### src/rtl/core_sequencer_pkg.sv
// Shared definitions for the multi-cycle core sequencer: state encoding and
// parameter defaults used by the top and its wait timer.
package core_sequencer_pkg;

  typedef enum logic [2:0] {
    S_FETCH  = 3'd0,
    S_DECODE = 3'd1,
    S_EXEC   = 3'd2,
    S_MEM    = 3'd3,
    S_WB     = 3'd4,
    S_ERR    = 3'd7
  } state_t;

  localparam logic [31:0] RESET_PC_DEFAULT    = 32'h0000_0000;
  localparam int          MEM_TIMEOUT_DEFAULT = 15;
  localparam int          CNT_W_DEFAULT       = 4;
  localparam logic [31:0] INSTR_BYTES         = 32'd4;

endpackage

### src/rtl/core_sequencer_wait_timer.sv
// Consecutive wait-cycle counter for memory handshakes; flags when the count
// has reached the timeout limit.
module core_sequencer_wait_timer #(
  parameter int CNT_W       = core_sequencer_pkg::CNT_W_DEFAULT,
  parameter int MEM_TIMEOUT = core_sequencer_pkg::MEM_TIMEOUT_DEFAULT
) (
  input  logic clk,
  input  logic rst,
  input  logic clr,
  input  logic en,
  output logic expired
);

  logic [CNT_W-1:0] cnt;

  // NOTE: sequential state is updated with non-blocking assignments only, so
  // every flop samples values from before the clock edge.
  always_ff @(posedge clk or posedge rst) begin
    if (rst)      cnt <= '0;
    else if (clr) cnt <= '0;
    else if (en)  cnt <= cnt + CNT_W'(1);
  end

  assign expired = (cnt == CNT_W'(MEM_TIMEOUT));

endmodule

### src/rtl/core_sequencer.sv
// Multi-cycle control FSM: sequences FETCH/DECODE/EXEC/MEM/WB, owns the PC,
// the memory/IR/regfile strobes and the retired-instruction counter.
module core_sequencer
  import core_sequencer_pkg::*;
#(
  parameter logic [31:0] RESET_PC    = RESET_PC_DEFAULT,
  parameter int          MEM_TIMEOUT = MEM_TIMEOUT_DEFAULT,
  parameter int          CNT_W       = CNT_W_DEFAULT
) (
  input  logic        i_clk,
  input  logic        i_rst,
  input  logic        i_imem_ready,
  input  logic        i_dmem_ready,
  input  logic        i_is_load,
  input  logic        i_is_store,
  input  logic        i_reg_write,
  input  logic        i_pcsrc,
  input  logic [31:0] i_nextPC,
  input  logic        i_nop,
  output logic [31:0] o_pc,
  output logic        o_imem_req,
  output logic        o_ir_we,
  output logic        o_dmem_rd,
  output logic        o_dmem_wr,
  output logic        o_rf_we,
  output logic [2:0]  o_state,
  output logic        o_err,
  output logic [31:0] o_retired
);

  state_t      state, state_nxt;
  logic [31:0] pc_q, pc_nxt_q, retired_q;
  logic [31:0] exec_target, retire_pc;
  logic        is_load_q, is_store_q;
  logic        retire, timer_en, expired;

  assign exec_target = i_pcsrc ? i_nextPC : pc_q + INSTR_BYTES;
  // Retiring straight out of EXEC happens on the same edge that would latch
  // pc_nxt_q, so the fresh target is forwarded.
  assign retire_pc   = (state == S_EXEC) ? exec_target : pc_nxt_q;

  // NOTE: every signal written here gets a default first, so no path through
  // the case statement can infer a latch.
  always_comb begin
    state_nxt = state;
    retire    = 1'b0;
    timer_en  = 1'b0;
    unique case (state)
      S_FETCH: begin
        if (i_imem_ready) state_nxt = S_DECODE;
        else if (expired) state_nxt = S_ERR;
        else              timer_en  = 1'b1;
      end
      S_DECODE: state_nxt = S_EXEC;
      S_EXEC: begin
        if (i_is_load && i_is_store)               state_nxt = S_ERR;
        else if (i_pcsrc && (i_nextPC[1:0] != 2'b00)) state_nxt = S_ERR;
        else if (i_nop)                            retire    = 1'b1;
        else if (i_is_load || i_is_store)          state_nxt = S_MEM;
        else if (i_reg_write)                      state_nxt = S_WB;
        else                                       retire    = 1'b1;
      end
      S_MEM: begin
        if (i_dmem_ready) begin
          if (is_load_q) state_nxt = S_WB;
          else           retire    = 1'b1;
        end else if (expired) begin
          state_nxt = S_ERR;
        end else begin
          timer_en = 1'b1;
        end
      end
      S_WB:    retire    = 1'b1;
      S_ERR:   state_nxt = S_ERR;
      default: state_nxt = S_ERR;
    endcase
    if (retire) state_nxt = S_FETCH;
  end

  always_ff @(posedge i_clk or posedge i_rst) begin
    if (i_rst) state <= S_FETCH;
    else       state <= state_nxt;
  end

  always_ff @(posedge i_clk or posedge i_rst) begin
    if (i_rst) begin
      pc_q       <= RESET_PC;
      pc_nxt_q   <= RESET_PC;
      is_load_q  <= 1'b0;
      is_store_q <= 1'b0;
      retired_q  <= '0;
    end else begin
      if (state == S_EXEC) begin
        pc_nxt_q   <= exec_target;
        is_load_q  <= i_is_load;
        is_store_q <= i_is_store;
      end
      if (retire) begin
        pc_q      <= retire_pc;
        retired_q <= retired_q + 32'd1;
      end
    end
  end

  core_sequencer_wait_timer #(
    .CNT_W       (CNT_W),
    .MEM_TIMEOUT (MEM_TIMEOUT)
  ) u_wait_timer (
    .clk     (i_clk),
    .rst     (i_rst),
    .clr     (!timer_en),
    .en      (timer_en),
    .expired (expired)
  );

  // Strobes are forced low for the whole time reset is held.
  logic active;
  assign active     = !i_rst;
  assign o_imem_req = active && (state == S_FETCH);
  assign o_ir_we    = active && (state == S_FETCH) && i_imem_ready;
  assign o_dmem_rd  = active && (state == S_MEM) && is_load_q;
  assign o_dmem_wr  = active && (state == S_MEM) && is_store_q;
  assign o_rf_we    = active && (state == S_WB);
  assign o_err      = (state == S_ERR);
  assign o_state    = state;
  assign o_pc       = pc_q;
  assign o_retired  = retired_q;

endmodule

### config.mk
export PLATFORM = sky130hd
export DESIGN_NAME = core_sequencer
export DESIGN_NICKNAME = d
export VERILOG_FILES = /design/src/rtl/core_sequencer_pkg.sv /design/src/rtl/core_sequencer_wait_timer.sv /design/src/rtl/core_sequencer.sv
export SDC_FILE = /design/constraint.sdc
export NUM_CORES = 1
export LEC_CHECK = 0
export CAP_MARGIN = 20
export CORE_MARGIN = 3
export CORE_UTILIZATION = 45
export DETAILED_ROUTE_END_ITERATION = 10
export PLACE_DENSITY = 0.75
export SLEW_MARGIN = 20
export SYNTH_ARGS = -nofsm -noshare
export SYNTH_HDL_FRONTEND = slang
export SYNTH_SLANG_ARGS = --single-unit
### constraint.sdc
create_clock -name i_clk -period 5.1 [get_ports i_clk]
set_input_delay 0.51 -clock i_clk [delete_from_list [all_inputs] [get_ports i_clk]]
set_output_delay 0.51 -clock i_clk [all_outputs]
set_load 0.02 [all_outputs]
---- After elaboration in Yosys (flattened, before gate mapping) ----
Index checks and enable logic that the tools add are counted.
Widths: inputs -> output; s select.
operators by class
  $add $sub $neg .......................... 3
  $mul .................................... 0
  divide/modulo/power cells ............... 0
  order comparisons ....................... 0
  equal/unequal tests ..................... 10
  shift-type cells ........................ 0
  multiplexer cells ....................... 26
  bitwise gates (word level) .............. 0
  reduce and logical (&&, ||, !) cells .... 13
operators by type and width
  operator               number
  $mux 32                2
  $add 32x1->32 const B  1
  $add 32x3->32 const B  1
  $mux 3                 10
  $pmux 3 s5             1
  $mux 1                 10
  $logic_and 1x1->1      8
  $eq 3x2->1 const B     2
  $eq 3x3->1 const B     2
  $ne 6x3->1 const B     1
  $ne 5x3->1 const B     1
  $add 4x1->4 const B    1
  $eq 4x4->1 const B     1
  $mux 4                 1
  $ne 4x4->1 const B     1
  $reduce_and 4->1       1
  $eq 3x1->1 const B     1
  $logic_not 3->1        1
  $pmux 1 s3             1
  $ne 2x2->1 const B     1
  $pmux 1 s2             1
  $reduce_bool 2->1      1
  $logic_not 1->1        1
  $logic_or 1x1->1       1
storage, ports and cells
  flip-flop bits (word level) ............. 105
  bits in latches ......................... 0
  RAM bits ................................ 0
  memory bits (read-only) ................. 0
  input bits .............................. 41
  output and inout port bits .............. 73
  memories kept ........................... 0

---- Longest topological paths before layout ----
  depth in word-level cells ............... 8
  gate-level depth with buffers ........... 9
  depth with buffers taken out ............ 7

---- Modules after synthesis ----
A second synthesis with hierarchy kept.
second synthesis, totals
  cell total of the unflattened synthesis .. 560
  area, all modules ....................... 5,425.2 um^2
modules (own cells, without submodules)
  module                     times used  cells each  area an instance (um^2)  seq. area each (um^2)
  core_sequencer             1           542         5,222.5                  2,527.4
  core_sequencer_wait_timer  1           18          202.7                    100.1

---- Worst setup path after synthesis ----
No wires, ideal clock.
  kind .................................... register -> output
  start point ............................. register state[1], in the netlist o_state[1]
  end point ............................... output port o_ir_we
  data arrival time ....................... 1.773 ns
  data required time ...................... 4.590 ns
  setup slack ............................. 2.817 ns
  cell stages (with the launch flop) ...... 4
  path buffers ............................ 1
  cell sequence ........................... dfrtp_1 > clkbuf_1 > nor4_1 > and2_1
between the ends
  longest elaborated chain between the ends .. 3
ends and longest elaborated chain
  item                    line                   RTL
  start, declared         core_sequencer.sv:31   state_t state, state_nxt;
  start signal, assigned  core_sequencer.sv:82   else state <= state_nxt;
  $logic_not 3->1         -
  $logic_and 1x1->1       -
  named net o_imem_req    core_sequencer.sv:21   output logic o_imem_req,
  $logic_and 1x1->1       core_sequencer.sv:120  assign o_ir_we = active && (state == S_FETCH) && i_imem_ready;
  end, declared           core_sequencer.sv:22   output logic o_ir_we,
The timed path passes the listed nets, and every way through them passes these cells.

---- Worst setup path in the final report ----
  start point ............................. register state[0], in the netlist o_state[0]
  end point ............................... register retired_q[14], in the netlist o_retired[14]
between the ends
  longest elaborated chain between the ends .. 2
  elaborated cells on any way between the ends .. 4
  classes of those cells .................. eq/ne (3); mux (1)
ends and longest elaborated chain
  item                                      line                   RTL
  $eq 3x3->1 or $eq 3x2->1 (tied branches)  core_sequencer.sv:48   unique case (state)
  $pmux 1 s3 (*)                            core_sequencer.sv:48
  end signal, assigned                      core_sequencer.sv:100  retired_q <= retired_q + 32'd1;
  end, declared                             core_sequencer.sv:32   logic [31:0] pc_q, pc_nxt_q, retired_q;
Every way passes the cells marked *; elsewhere a longest branch is shown, timed or not.
A chain may end at the register's enable or synchronous reset.

==> flow_summary.toml <==
[routing]
drc_errors = 0
ant_nets = 0
vias_per_cell = 5.61
drtIter0Drc = 318
drt-pass1-iter-count = 4
wl_per_cell_um = 16.9
finalWirelength_mm = 13.7
vias = 4560

[floorplanning]
initial_core_util = 0.474
rows = 38
die_area_um2 = 13100
pin_count = 114
core_area_um2 = 11200
die_y_um = 114
die_w_um = 114

[global_routing]
grt_overflow = 0
grt_max_degree = 81
grt_usage = 0.213
grt_pass1_vias = 4506
gr-usage-met3 = 0.0322
antenna_found_initial = 0
grt_pass1_wl_mm = 22.3
met2_usage = 0.339
met1_usage = 0.298
busiest_layer = "met2"

[hold_path]
min_path_type = "register to register"

[yosys]
synth_edf_count = 0
avgSynthCellArea_um2 = 9.30
netlist_area_um2 = 5290
synth-seq-cells = 105
synth_most_common_cell = "dfrtp_1"
async_reset_ff_frac = 1.00
yosys.area.top_type = "dfrtp_1"
synth_top_area_frac = 0.496
synth_ff_type = "dfrtp_1"
synthTopCellsByArea = "dfrtp_1 50%, xnor2_1 6.3%, nand2_1 4.7%"
post_synth_num_cell_types = 43
synth_nets = 613
postSynthCellCount = 569
ys.warnings.count = 0
synth_top_cells_by_count = "105 x dfrtp_1, 66 x nand2_1, 65 x nor2_1, 38 x xnor2_1"
ys_seq_area_frac = 0.496

[power_and_ir_drop]
pwr_density_cell_nw_per_um2 = 441
power.leakage_uw = 0.00286
vdd_drop_max_mv = 0.275

[clock_network]
cts_tree = "built"
clk_latency_ns = 0.33
cts_sinks = 105
cts_buffer_depth = 2
post-cts-setup-buffers = 0
htreeDepth = 3
clk_root_buffer_cell = "clkbuf_16"
hold_buffers = 0
path_clk_slew_ns = 0.07
ctsResizeCount = 0
cts-buffers-inserted = 9

[sta]
finClkSkew_ns = 0.00744
finalCritPeriodShare = 0.555
worst_pin_slew_ns = 0.740
drv_slew = 0
fmax_mhz = 353
finalSetupViolCount = 0
finalCriticalPeriod_ns = 2.83
fin_setup_tns_ns = 0
slew_headroom = 0.506
hold_violations = 0
setup_slack_ns = 2.27
rsz0062_at_grt = "no"

[critical_path]
path_max_fanout = 46
critical_path_class = "register to register"
crit_path_start_kind = "register"
cp_data_required_time_ns = 5.36
worstPathArrival_ns = 3.09
end_kind = "register"

[placement]
gp_congestion = 0.854
placed_cell_area_um2 = 6520
io_buffers = 113
pre_cts_slack_ns = 2.13
place_inst = 798
hpwlAfterDp_mm = 9.56

[outcome]
status = "completed"

[final_layout]
drive_gt1_frac = 0.0579
stdcell_count = 813
regArea_um2 = 2630
diodes = 0
multi_input_area_um2 = 2480
fillCellCount = 929
nets = 713
design_area_um2 = 6820
syn_to_final_growth_pct = 28.9

[flow_run]
max-cap-violations = 0
==> layout by cell type, fill, tap and decap left out, types with 3 or more instances in the layout <==
| cell | n |
|---|---|
| and4_1 | 5 |
| xnor2_1 | 38 |
| o22ai_1 | 3 |
| a21o_1 | 7 |
| nor3_1 | 11 |
| and3_1 | 17 |
| o21ai_0 | 36 |
| nand3_1 | 27 |
| mux2_2 | 11 |
| nand4_1 | 14 |
| nand2_1 | 66 |
| dfrtp_1 | 105 |
| mux2i_1 | 3 |
| clkbuf_16 | 9 |
| and2_1 | 3 |
| nor2_1 | 65 |
| or3_1 | 10 |
| buf_4 | 6 |
| xor2_1 | 22 |
| a21oi_1 | 36 |
| nor4_1 | 8 |
| clkdlybuf4s50_1 | 113 |
| a31oi_1 | 11 |
| inv_1 | 15 |
| ha_1 | 3 |
==> registers in the layout (all words and copies together), names as in the netlist <==
name              count
is_load_q             1
o_retired            32
u_wait_timer.cnt      4
pc_nxt_q             32
o_state               3
is_store_q            1
o_pc                 32
==> cell families (layout without fill, tap and decap cells) <==
kind of cell,count (synthesis),after routing,share of synthesized area
xor gates and xnor gates,60,60,0.0993
and+or+nand+nor,235,235,0.215
buffers and inverters,46,150,0.0381
muxes,14,14,0.0291
adders and majority gates,3,3,0.00709
AOI/OAI and AO/OA,106,106,0.115
DFF,105,105,0.496
==> per-layer routing <==
layer  vias to the layer above  routed length [um]  part of all wire
met5                         -                   0                 0
met3                        12                 791             0.058
li1                       2167                   -                 -
met2                       142                6690              0.49
met1                      2239                6090              0.44
met4                         0                 165             0.012
==> critical path, cell delays in order (launching register included) <==
cell and delay, ns:
dfrtp_1 0.51, inv_1 0.16, nand3b_1 0.43, buf_4 0.43, o21bai_4 0.15, buf_4 0.46
nand3_1 0.27, nor2_1 0.19, xor2_1 0.15
==> stage by stage <==
step | hold WS [ns] | power (uW) | utilization
final | 0.465 | 3010 | 0.611
after global routing | 0.487 | 3180 | 0.611
after CTS | 0.469 | 3020 | 0.610
after detailed placement | 0.454 | 2330 | 0.584
after global placement | 0.443 | 2290 | 0.584
after floorplan | 0.432 | 1860 | -
==> final cells by class <==
| class | instances | share of cell area |
|---|---|---|
| flip-flops and latches | 105 | 0.385 |
| clock buffers | 12 | 0.0376 |
| well taps | 140 | 0.0257 |
| repair buffers | 119 | 0.172 |
| inverters | 16 | 0.00954 |
| clock inverters | 3 | 0.00587 |
| multi-input cells | 418 | 0.364 |
==> where the power goes <==
group | leakage, uW | internal (uW) | switching (uW)
clock network | 0.000148 | 404 | 290
registers | 0.00128 | 1080 | 253
logic | 0.00143 | 481 | 504
==> path summary, 6_finish.rpt <==
path                                        startpoint                        end  slack [ns]  depth (start not counted)
worst max-delay path            o_state[0]$_DFFE_PP0P_  o_retired[14]$_DFFE_PP0P_        2.27                          8
max in group asynchronous                        i_rst  o_retired[10]$_DFFE_PP0P_        3.48                          3
worst min register to register  pc_nxt_q[25]$_DFF_PP0_     pc_nxt_q[25]$_DFF_PP0_        0.46                          2
worst max register to register  o_state[0]$_DFFE_PP0P_  o_retired[14]$_DFFE_PP0P_        2.27                          8
worst min-delay path            pc_nxt_q[25]$_DFF_PP0_     pc_nxt_q[25]$_DFF_PP0_        0.46                          2
min in group asynchronous                        i_rst      is_load_q$_DFFE_PP0P_        0.76                          2
(Power assumes the default switching activity.)
